==> config.mk <==
export PLATFORM = sky130hd
export DESIGN_NAME = exp5_mostra_sequencia
export DESIGN_NICKNAME = d
export VERILOG_FILES = /design/src/rtl/exp5_mostra_sequencia.sv
export SDC_FILE = /design/constraint.sdc
export NUM_CORES = 1
export LEC_CHECK = 0
export BUFFER_PORTS_ARGS = -buffer_cell sky130_fd_sc_hd__buf_2
export CAP_MARGIN = 15
export CORE_ASPECT_RATIO = 1.2
export CORE_MARGIN = 2
export CORE_UTILIZATION = 50
export DETAILED_ROUTE_END_ITERATION = 7
export GPL_TIMING_DRIVEN = 0
export PLACE_DENSITY = 0.86
export SLEW_MARGIN = 20
export SYNTH_ARGS = -nofsm -noshare
export SYNTH_HDL_FRONTEND = slang
export SYNTH_SLANG_ARGS = --single-unit
==> constraint.sdc <==
create_clock -name clock -period 1.86 [get_ports clock]
set_input_delay 0.186 -clock clock [delete_from_list [all_inputs] [get_ports clock]]
set_output_delay 0.186 -clock clock [all_outputs]
set_load 0.05 [all_outputs]
==> src/rtl/exp5_mostra_sequencia.sv <==
// Memory-game sequence presenter: shows ROM entries 0..limite on the LEDs, each lit for T_ON cycles then dark for T_OFF.
// Optional macro EXP5_ABORTA_EN adds an `abortar` input that cancels a presentation in progress.
module exp5_mostra_sequencia #(
  parameter int T_ON  = 1000,
  parameter int T_OFF = 500
) (
  input  logic       clock,
  input  logic       reset,
  input  logic       mostrar,
`ifdef EXP5_ABORTA_EN
  input  logic       abortar,
`endif
  input  logic [3:0] limite,
  input  logic [3:0] mem_dado,
  output logic [3:0] mem_endereco,
  output logic [3:0] leds,
  output logic       ativo,
  output logic       pronto,
  output logic [3:0] db_indice,
  output logic [3:0] db_estado
);

  typedef enum logic [3:0] {
    INICIAL = 4'h0,
    PREPARA = 4'h1,
    ACENDE  = 4'h2,
    APAGA   = 4'h3,
    PROXIMO = 4'h4,
    FIM     = 4'hF
  } estado_t;

  localparam logic [15:0] TON_FIM  = 16'(T_ON - 1);
  localparam logic [15:0] TOFF_FIM = 16'(T_OFF - 1);

  estado_t     estado, estado_prox;
  logic [3:0]  indice;
  logic [3:0]  limite_reg;
  logic [15:0] timer;
  logic [3:0]  leds_reg;
  logic        fim_on, fim_off, ultimo, aborta;

  assign fim_on  = (timer == TON_FIM);
  assign fim_off = (timer == TOFF_FIM);
  assign ultimo  = (indice == limite_reg);

`ifdef EXP5_ABORTA_EN
  assign aborta = abortar && (estado != INICIAL);
`else
  assign aborta = 1'b0;
`endif

  always_ff @(posedge clock or negedge reset) begin
    if (!reset) estado <= INICIAL;
    else        estado <= estado_prox;
  end

  always_comb begin
    estado_prox = INICIAL;
    case (estado)
      INICIAL: estado_prox = mostrar ? PREPARA : INICIAL;
      PREPARA: estado_prox = ACENDE;
      ACENDE:  estado_prox = fim_on ? APAGA : ACENDE;
      APAGA:   estado_prox = !fim_off ? APAGA : (ultimo ? FIM : PROXIMO);
      PROXIMO: estado_prox = ACENDE;
      FIM:     estado_prox = INICIAL;
      default: estado_prox = INICIAL;
    endcase
    if (aborta) estado_prox = INICIAL;
  end

  // The index advances on the edge into PROXIMO so the ROM already presents
  // the next entry there and the LED register can load it on the exit edge.
  always_ff @(posedge clock or negedge reset) begin
    if (!reset) begin
      indice     <= 4'd0;
      limite_reg <= 4'd0;
      timer      <= 16'd0;
      leds_reg   <= 4'd0;
    end else if (aborta) begin
      indice   <= 4'd0;
      timer    <= 16'd0;
      leds_reg <= 4'd0;
    end else begin
      case (estado)
        PREPARA: begin
          indice     <= 4'd0;
          timer      <= 16'd0;
          limite_reg <= limite;
          leds_reg   <= mem_dado;
        end
        ACENDE: begin
          if (fim_on) begin
            timer    <= 16'd0;
            leds_reg <= 4'd0;
          end else begin
            timer <= timer + 16'd1;
          end
        end
        APAGA: begin
          if (fim_off) begin
            timer <= 16'd0;
            if (!ultimo) indice <= indice + 4'd1;
          end else begin
            timer <= timer + 16'd1;
          end
        end
        PROXIMO: begin
          timer    <= 16'd0;
          leds_reg <= mem_dado;
        end
        FIM: begin
          indice <= 4'd0;
          timer  <= 16'd0;
        end
        default: begin
          indice   <= 4'd0;
          timer    <= 16'd0;
          leds_reg <= 4'd0;
        end
      endcase
    end
  end

  assign mem_endereco = indice;
  assign db_indice    = indice;
  assign leds         = leds_reg;
  assign db_estado    = estado;
  assign ativo        = (estado != INICIAL);
  assign pronto       = (estado == FIM);

endmodule

==> results.md, run 1 <==
- CTS tree: yes
- Port-buffer cells: 28
- Cell variety after synth: 41
- GRT overflow: 0
- Total track usage: 20.6%
- Top_reg_cell synth: dfrtp_1
- WP data arrival: 1990 ps
- DR iter-0 viols: 91
- Top cell by count, worst path: buf_4
- Mux contribution to synthesized area: under 10%
- Final Routed Wirelength: 3920 um
- RD Place Congestion: 0.843
- Ranking of synthesized cells by area: dfrtp_1, xnor2_1, nor2_1
- Lkg Pwr: a little under 1 nW
- Cell taking the most area after synthesis: dfrtp_1
- Share of layout cells above drive strength 1: 34.9%
- Hold Fails Final Rpt: 0
- Register area share after synthesis: 46.5%
- Post-synth ARST share: 100%
- Synthesized area: 1720 sq um
- Average cell area after synthesis: 10.6 sq um
- CTS buffer count: 5
- CP Depth: 7
- Power Total: 1.34 mW
- Flops & latches, synth: 32
- # diodes: 0
- Die width: 57.6 um
- Adder-cell share of the synthesized area: 1.45%
- Most common cell in the synthesized netlist: dfrtp_1
- Buf/Inv on CP: 2
- Top cell type's share of synthesized area: 46.5%
- Floorplan core area: 3310 sq um
- Register area: 802 sq um
- DP HPWL: 2520 um
- EDFF count, synth: 0
- ANT nets after route: 0
- Slew Limit Fails: 0
- Final cell count without fillers: between 200 and 250
- Critical path launch point type: flop
- Hold Path Cell Cnt: 2
- Total number of vias: 1419
- CP Cell Sequence: ha_4 > nor4b_4 > nand4_2 > buf_4 > a22oi_2 > buf_4 > and2b_1
- DRC: 0
- Ratio of final minimum period to clock period: 97.9%
- Cells after Synth: 162
- Dpl cells: 227
- Setup TNS: 0 ps
- Number of flip-flops in the largest register: 16
- Fill count: 253
- Crit-path slowest cell: dfrtp_1
- Synth Area in Compound Gates: 9.15%
- Xor/xnor cell area share of the yosys netlist: around a tenth
- Fin util: 64.4%
- Global-route wire length before repair: 6060 um
- Vias in the first global route: 1370
- Post-synthesis simple-gate area fraction: about a quarter
- DIE HEIGHT: 68.3 um
- Final worst path period need: 1820 ps
- Largest net degree at the start of global routing: 33
- Crit-path max FO: 4
- CP top delay family: simple AND/OR/NAND/NOR gates
- Largest register by flop count: timer
- Final worst setup slack: 38.5 ps
- Final nets: 222
- Largest family of logic cells by synthesized area: simple AND/OR/NAND/NOR gates
- Die area: 3930 sq um
- Run status: finished clean
- Htree depth: 2
- Maxcap violations: 0
- Via-per-instance ratio: 5.77
- RSZ-0062 raised after global routing: true
- Worst hold path type: in2reg
- Root buf cell: clkbuf_8
- Final setup viols: 0
- Multi-input logic area: approximately 860 sq um
- Max-slew headroom: 53.1%
- Worst Max-Slew Pin Slew: ~700 ps
- Pwr dens: 627 nW/um^2
- Clock slew at reported path FFs: about 60 ps
- Syn_nets: 175
- Min Hold Slack: ~130 ps
- Starting Density: 52.1%
- Skew final: 4.38 ps
- Rows: 23
- Nature of the critical path endpoint: flop
- I/O pin total: 29
- Clk_lat worst skew: 280 ps
- Initial antenna violation count: 0
- Worst R2R Path Depth: 7
- Wire per inst: 15.9 um
- DP Worst Slack: -278 ps
- CP max stage delay: approximately 390 ps
- Critical path class: reg2reg
- Post-placement cell area: 1910 sq um
- Maximum VDD drop: 0.608 mV
- Syn. warnings: 0
- Layout area overhead: 23.7%
- TritonCTS Sinks: 32
- Fmax: approximately 0.55 GHz
- Design Area, Final: 2130 sq um
- Critical Path RT: between 2000 and 2500 ps
- Post-synth top cells: dfrtp_1, nor2_1, xnor2_1
- DRT Pass-1 Iters: 4
- Clock buffer depth: 2
## worst paths after layout
check                               end  slack [ps]   startpoint
hold / removal                  leds[0]         130  mem_dado[0]
setup reg to reg               timer[1]          40     timer[1]
setup / recovery               timer[1]          40     timer[1]
max in group asynchronous      timer[3]         880        reset
hold reg to reg                 leds[0]         510      leds[0]
min in group asynchronous  db_indice[2]         490        reset
## routing by layer
layer	track usage [%]	share of wire, %	vias up
met5	0	0	-
met4	10.5	2.7	0
li1	-	-	677
met1	22.9	40	681
met3	5.67	5.3	11
met2	36.1	52	50
## cells by family after synthesis
logic type / after synthesis
and+or+nand+nor: 67
DFF: 32
AOI/OAI and AO/OA: 21
xor gates and xnor gates: 19
buffers and inverters: 17
muxes: 4
adders and majority gates: 2
## cells in the final DEF (no fill, tap or decap), types with 5 or more instances in the layout
cell / synthesis / routed
clkbuf_8: 0 / 7
nand2_1: 8 / 8
xnor2_1: 16 / 16
buf_4: 5 / 14
nand3_1: 6 / 6
nor3_1: 5 / 5
buf_2: 3 / 32
inv_1: 8 / 8
o211ai_1: 6 / 6
dfrtp_1: 32 / 31
nor2_1: 17 / 17
## where the power goes
group	switching, mW	total [mW]	internal (mW)
Combinational	0.0393	0.0605	0.0212
Clock	0.236	0.565	0.329
Sequential	0.00598	0.711	0.705
## final cells by class
type / instances / area share [%]
Inverter: 8 / 1.41
Multi-Input combinational cell: 113 / 40.3
Timing Repair Buffer: 40 / 10.8
Tap cell: 37 / 2.17
Buffer: 9 / 3.17
Sequential cell: 32 / 37.6
Clock buffer: 7 / 4.52
## timing repair
action,4_1_cts,5_1_grt
hold buffers,1,0
pin swaps,2,4
setup endpoints to repair,18,14
buffers inserted,1,9
cloned,0,1
resized for setup,2,5
hold endpoints to repair,32,0
Power figures use the tool's default switching activity.
==> run 2, diff against run 1 <==
- CORE_ASPECT_RATIO: 1.2 -> 1.75
- REMOVE_ABC_BUFFERS: not set -> 1
==> run 2 against run 1 <==
Global-route usage down 0.71 points. Highest routed layer unchanged. Cell area down 1.2%. Count of clock-buffer cells in the layout down 1. Via count down 2.4%. Worst setup slack better by 35 ps.
==> results.md, run 2 (same netlist as run 1, synthesis figures left out) <==
- Wire per inst: 15.0 um (-5.5%)
- Share of layout cells above drive strength 1: 31.5% (-3.4 points)
- Sequential power share: 50.3% (-2.9 points)
- Worst Max-Slew Pin Slew: 687 ps (-16.4 ps)
- Buf/Inv on CP: 0 (-2)
- Clk network pwr share: 45.5% (+3.2 points)
- WP data arrival: 1990 ps (about the same)
- Total number of vias: 1385 (-2.4%)
- Critical path launch point type: flop
- Commonest non-fill, non-tap cell in the layout: dfrtp_1
- Clk_lat worst skew: 280 ps (about the same)
- Lkg Pwr: 0.914 nW (-6.0%)
- CTS tree: yes
- Slew Limit Fails: 0 (unchanged)
- Final setup viols: 0 (unchanged)
- Final worst path period need: 1790 ps (-35.1 ps)
- Ratio of final minimum period to clock period: 96.0% (-1.9 points)
- Crit-path max FO: 5 (+1)
- Clock buffer depth: 2 (unchanged)
- Via-per-instance ratio: 5.65 (-2.0%)
- Fin util: 63.3% (-1.1 points)
- Min Hold Slack: 122 ps (-5.71 ps)
- Root buf cell: clkbuf_8
- Floorplan core area: 3330 sq um (+0.57%)
- Critical path class: reg2reg
- Largest register by flop count: timer
- Total track usage: 19.9% (-0.71 points)
- DIE HEIGHT: 81.7 um (+20%)
- Htree depth: 2 (unchanged)
- Max-slew headroom: 54.2% (+1.1 points)
- Int Pwr: 1.12 mW (+6.4%)
- # diodes: 0 (unchanged)
- Starting Density: 51.8% (-0.29 points)
- Final Routed Wirelength: 3690 um (-5.9%)
- Final nets: 212 (-4.5%)
- Rows: 28 (+22%)
- Skew final: 9.71 ps (+5.34 ps)
- Maximum VDD drop: 0.682 mV (+12%)
- DRT Pass-1 Iters: 4 (unchanged)
- Maxcap violations: 0 (unchanged)
- DRC: 0 (unchanged)
- DP HPWL: 2480 um (-1.5%)
- I/O pin total: 29 (unchanged)
- Port-buffer cells: 28 (unchanged)
- DR iter-0 viols: 46 (-49%)
- Worst hold path type: in2reg
- Pwr dens: 670 nW/um^2 (+6.9%)
- CTS buffer count: 5 (unchanged)
- CP max stage delay: 470 ps (+80 ps)
- Crit-path slowest cell: or3b_2
- Layout area overhead: 22.3%
- CP top delay family: simple AND/OR/NAND/NOR gates
- Run status: finished clean
- Critical Path RT: 2060 ps (+30 ps)
- Die width: 48.4 um (-16%)
- Clock slew at reported path FFs: 70 ps (about the same)
- Hold Fails Final Rpt: 0 (unchanged)
- Largest net degree at the start of global routing: 33 (unchanged)
- Initial antenna violation count: 0 (unchanged)
- GRT overflow: 0 (unchanged)
- Nature of the critical path endpoint: flop
- Combinational power share: 4.2% (-0.3 points)
- Psw: 0.289 mW (+2.7%)
- RD Place Congestion: 0.752 (-11%)
- Commonest cells after routing, fill and taps aside: dfrtp_1, buf_2, nor2_1
- Power Total: 1.41 mW (+5.6%)
- Number of flip-flops in the largest register: 16 (unchanged)
- Global-route wire length before repair: 5890 um (-2.9%)
- Vias in the first global route: 1305 (-4.7%)
- CP Cell Sequence: ha_4 > nand4_1 > nor3_2 > or3b_2 > a21oi_1
- TritonCTS Sinks: 32 (unchanged)
- ANT nets after route: 0 (unchanged)
- Fmax: 0.560 GHz (+2.0%)
- Die area: 3950 sq um (+0.43%)
- Sw frac: 20.5% (-0.58 points)
## run 2: cell count changes in the layout (fill, tap and decap cells not counted), sizes merged
cell	previous run	this run
buf	48	37
bufinv	0	1
clkbuf	7	6
clkinv	0	1
nand4	5	6
## run 2: metrics by stage
stage	instances	area [sq um]	setup TNS (ps)	setup slack, ps
2_1_floorplan	153	1660	-3270	-288
3_3_place_gp	226	1860	-11040	-800
3_5_place_dp	228	1870	-3880	-370
4_1_cts	242	2060	0	1.52
5_1_grt	245	2110	-4.23	-3.19
6_report	245	2110	0	73.5
## run 2: repair_timing
item                                   in CTS  in global routing
hold buffers                                1                  0
setup endpoints to repair                  19                 16
endpoints found under the hold margin      32                  0
gates resized for setup                     5                  4
buffers inserted                            4                  3
pin swaps                                   4                  2
gates cloned                                1                  0
## run 2: path summary, 6_finish.rpt
path	start	endpoint	slack, ps	cells past startpoint
max	timer[0]	timer[14]	70	5
min	mem_dado[2]	leds[2]	120	2
max reg2reg	timer[0]	timer[14]	70	5
min reg2reg	leds[2]	leds[2]	500	1
max in group asynchronous	reset	timer[4]	930	2
min in group asynchronous	reset	db_indice[3]	490	2
## run 2: power by group through the flow
| stage | clock, mW | sequential (mW) | combinational [mW] |
|---|---|---|---|
| after detailed placement | 0 | 0.723 | 0.0589 |
| after global placement | 0 | 0.723 | 0.0584 |
| final | 0.642 | 0.710 | 0.0596 |
| after CTS | 0.651 | 0.710 | 0.0608 |
| after floorplan | 0 | 0.738 | 0.0128 |
| after global routing | 0.690 | 0.711 | 0.0662 |
## run 2: final cells by class
class,instances,area (sq um)
Sequential cell,32,801
Fill cell,240,1220
Timing Repair Buffer,38,218
Multi-Input combinational cell,114,895
Tap cell,45,56.3
Inverter,8,30.0
Clock inverter,2,35.0
Clock buffer,6,72.6
## run 2: per-layer routing
layer  global-route usage (%)  wire [um]  share of wire [%]  vias to the layer above
met5                        0          0                  0                        -
met4                     10.9         70                1.9                        0
met3                     5.82        163                4.4                        8
met2                     36.4       2080                 56                       40
met1                     20.4       1380                 37                      669
li1                         -          -                  -                      668
==> run 3, diff against run 2 <==
- PLACE_DENSITY: 0.86 -> 0.83
- clock period: 1.86 -> 1.7 ns (I/O delays scaled with it)
==> run 3 against run 2 <==
The run now ends with setup timing left. Sequential share of layout area fell by 3.1 points. Largest power group is now the clock network. Register-to-register slack worse by 130 ps. Non-clock buffer count is 11 higher. Cell area increased by 9.6%.
==> results.md, run 3 (same netlist as run 1, synthesis figures left out) <==
- Sequential power share: 47.8% (-2.5 points)
- Combinational power share: 4.1% (about the same)
- Design Area, Final: 2310 sq um (+9.6%)
- DP Worst Slack: -573 ps (-203 ps)
- Wire per inst: 16.3 um (+8.6%)
- Run status: finished with violations
- Rows: 28 (unchanged)
- Starting Density: 51.8% (unchanged)
- Maximum VDD drop: 0.840 mV (+23%)
- CTS buffer count: 5 (unchanged)
- Port-buffer cells: 28 (unchanged)
- Critical path launch point type: flop
- Clk network pwr share: 48.1% (+2.6 points)
- GRT overflow: 0 (unchanged)
- DR iter-0 viols: 32 (-30%)
- I/O pin total: 29 (unchanged)
- Final setup viols: 17 (+17)
- Worst hold path type: in2reg
- Final worst setup slack: -53.3 ps (-127 ps)
- Slew Limit Fails: 0 (unchanged)
- Initial antenna violation count: 0 (unchanged)
- Number of flip-flops in the largest register: 16 (unchanged)
- CTS tree: yes
- Skew final: 6.42 ps (-3.29 ps)
- Die width: 48.4 um (unchanged)
- Die area: 3950 sq um (unchanged)
- Final nets: 223 (+5.2%)
- Lkg Pwr: 0.984 nW (+7.7%)
- DP HPWL: 2640 um (+6.4%)
- Share of layout cells above drive strength 1: 43.1% (+12 points)
- Htree depth: 2 (unchanged)
- Post-placement cell area: 1870 sq um (unchanged)
- Nature of the critical path endpoint: flop
- Psw: 0.318 mW (+10%)
- Root buf cell: clkbuf_8
- Int Pwr: 1.31 mW (+17%)
- Fill count: 226 (-5.8%)
- DRC: 0 (unchanged)
- ANT nets after route: 0 (unchanged)
- Vias in the first global route: 1525 (+17%)
- RD Place Congestion: 0.841 (+12%)
- Total track usage: 23.2% (+3.3 points)
- Crit-path max FO: 5 (unchanged)
- WP data arrival: 1930 ps (-60 ps)
- RSZ-0062 raised after global routing: true
- Commonest cells after routing, fill and taps aside: dfrtp_1, buf_2, xnor2_1
- Max-slew headroom: 54.7% (+0.53 points)
- Power Total: 1.63 mW (+15%)
- Clock buffer depth: 2 (unchanged)
- Floorplan core area: 3330 sq um (unchanged)
- # diodes: 0 (unchanged)
- Largest net degree at the start of global routing: 33 (unchanged)
- Final worst path period need: 1750 ps (-33.2 ps)
- Maxcap violations: 0 (unchanged)
- Final Routed Wirelength: 4180 um (+13%)
- Clk_lat worst skew: 280 ps (about the same)
- Critical path class: reg2reg
- Sw frac: 19.5% (-0.96 points)
- TritonCTS Sinks: 32 (unchanged)
- Ratio of final minimum period to clock period: 103% (+7.1 points)
- Clock slew at reported path FFs: 60 ps (about the same)
- Worst Max-Slew Pin Slew: 679 ps (-7.91 ps)
- Pwr dens: 705 nW/um^2 (+5.2%)
- Total number of vias: 1480 (+6.9%)
- Via-per-instance ratio: 5.78 (+2.3%)
- Failing checks: setup timing
- Layout area overhead: 34.1%
- Largest register by flop count: timer
- DRT Pass-1 Iters: 4 (unchanged)
- Critical Path RT: 1880 ps (-180 ps)
- Fmax: 0.570 GHz (+1.9%)
- Hold Fails Final Rpt: 0 (unchanged)
- Global-route wire length before repair: 6900 um (+17%)
- DIE HEIGHT: 81.7 um (unchanged)
## run 3: cell types whose count changed in the layout (fill, tap and decap cells not counted), sizes merged
| cell | previous run | this run |
|---|---|---|
| clkbuf | 6 | 8 |
| buf | 37 | 47 |
| clkinv | 1 | 0 |
## run 3: path summary, 6_finish.rpt
kind | startpoint | to | slack, ps | cells after the start
worst max-delay path | timer[0] | timer[1] | -50 | 6
worst max register to register | timer[0] | timer[1] | -50 | 6
max in group asynchronous | reset | db_estado[3] | 750 | 2
worst min register to register | leds[0] | leds[0] | 500 | 1
worst min-delay path | mem_dado[1] | leds[1] | 120 | 2
min in group asynchronous | reset | db_indice[2] | 460 | 2
## run 3: area by class of cell
class                      instances  area [sq um]  share of cell area [%]
multi-input combinational        114           962                    41.7
sequential                        32           807                    34.9
timing repair buffer              49           328                    14.2
clock buffer                       7          96.3                    4.17
tap                               45          56.3                    2.44
clock inverter                     1          30.0                    1.30
inverter                           8          30.0                    1.30
## run 3: critical path, stage by stage, from the launching register on
cell and delay (ps):
dfrtp_1 400, ha_4 170, nor4b_4 310, nand4_4 180, a22oi_2 270, buf_6 160, and2b_1 170
## run 3: repair_timing
action | 4_1_cts | 5_1_grt
cloned | 1 | 0
pin swaps | 7 | 5
buffers inserted | 12 | 6
setup endpoints to repair | 21 | 29
hold buffers | 1 | 0
endpoints found under the hold margin | 32 | 0
resized for setup | 19 | 14
## run 3: stage by stage
| step | std cells | TNS (ps) | utilization [%] | hold slack [ps] |
|---|---|---|---|---|
| final | 256 | -666 | 69.4 | 116 |
| after CTS | 250 | -107 | 66.5 | 112 |
| after global routing | 256 | -2350 | 69.4 | 116 |
| after global placement | 226 | -13790 | 55.8 | 250 |
| after detailed placement | 228 | -7570 | 56.2 | 253 |
| after floorplan | 153 | -6830 | - | -126 |
## run 3: per-layer routing
layer  part of all wire [%]  vias up  global-route usage (%)
met4                    3.0        0                    16.0
met2                     58       50                    43.8
met1                     35      734                    22.7
met3                    4.0       11                    4.55
li1                       -      685                       -
met5                      0        -                       0
## run 3: power by group through the flow
stage          Clock, mW  Combinational, mW  Sequential [mW]
6_report           0.784             0.0669            0.778
5_1_grt            0.838             0.0735            0.778
4_1_cts            0.801             0.0670            0.777
3_5_place_dp           0             0.0649            0.791
3_3_place_gp           0             0.0639            0.791
2_1_floorplan          0             0.0140            0.808
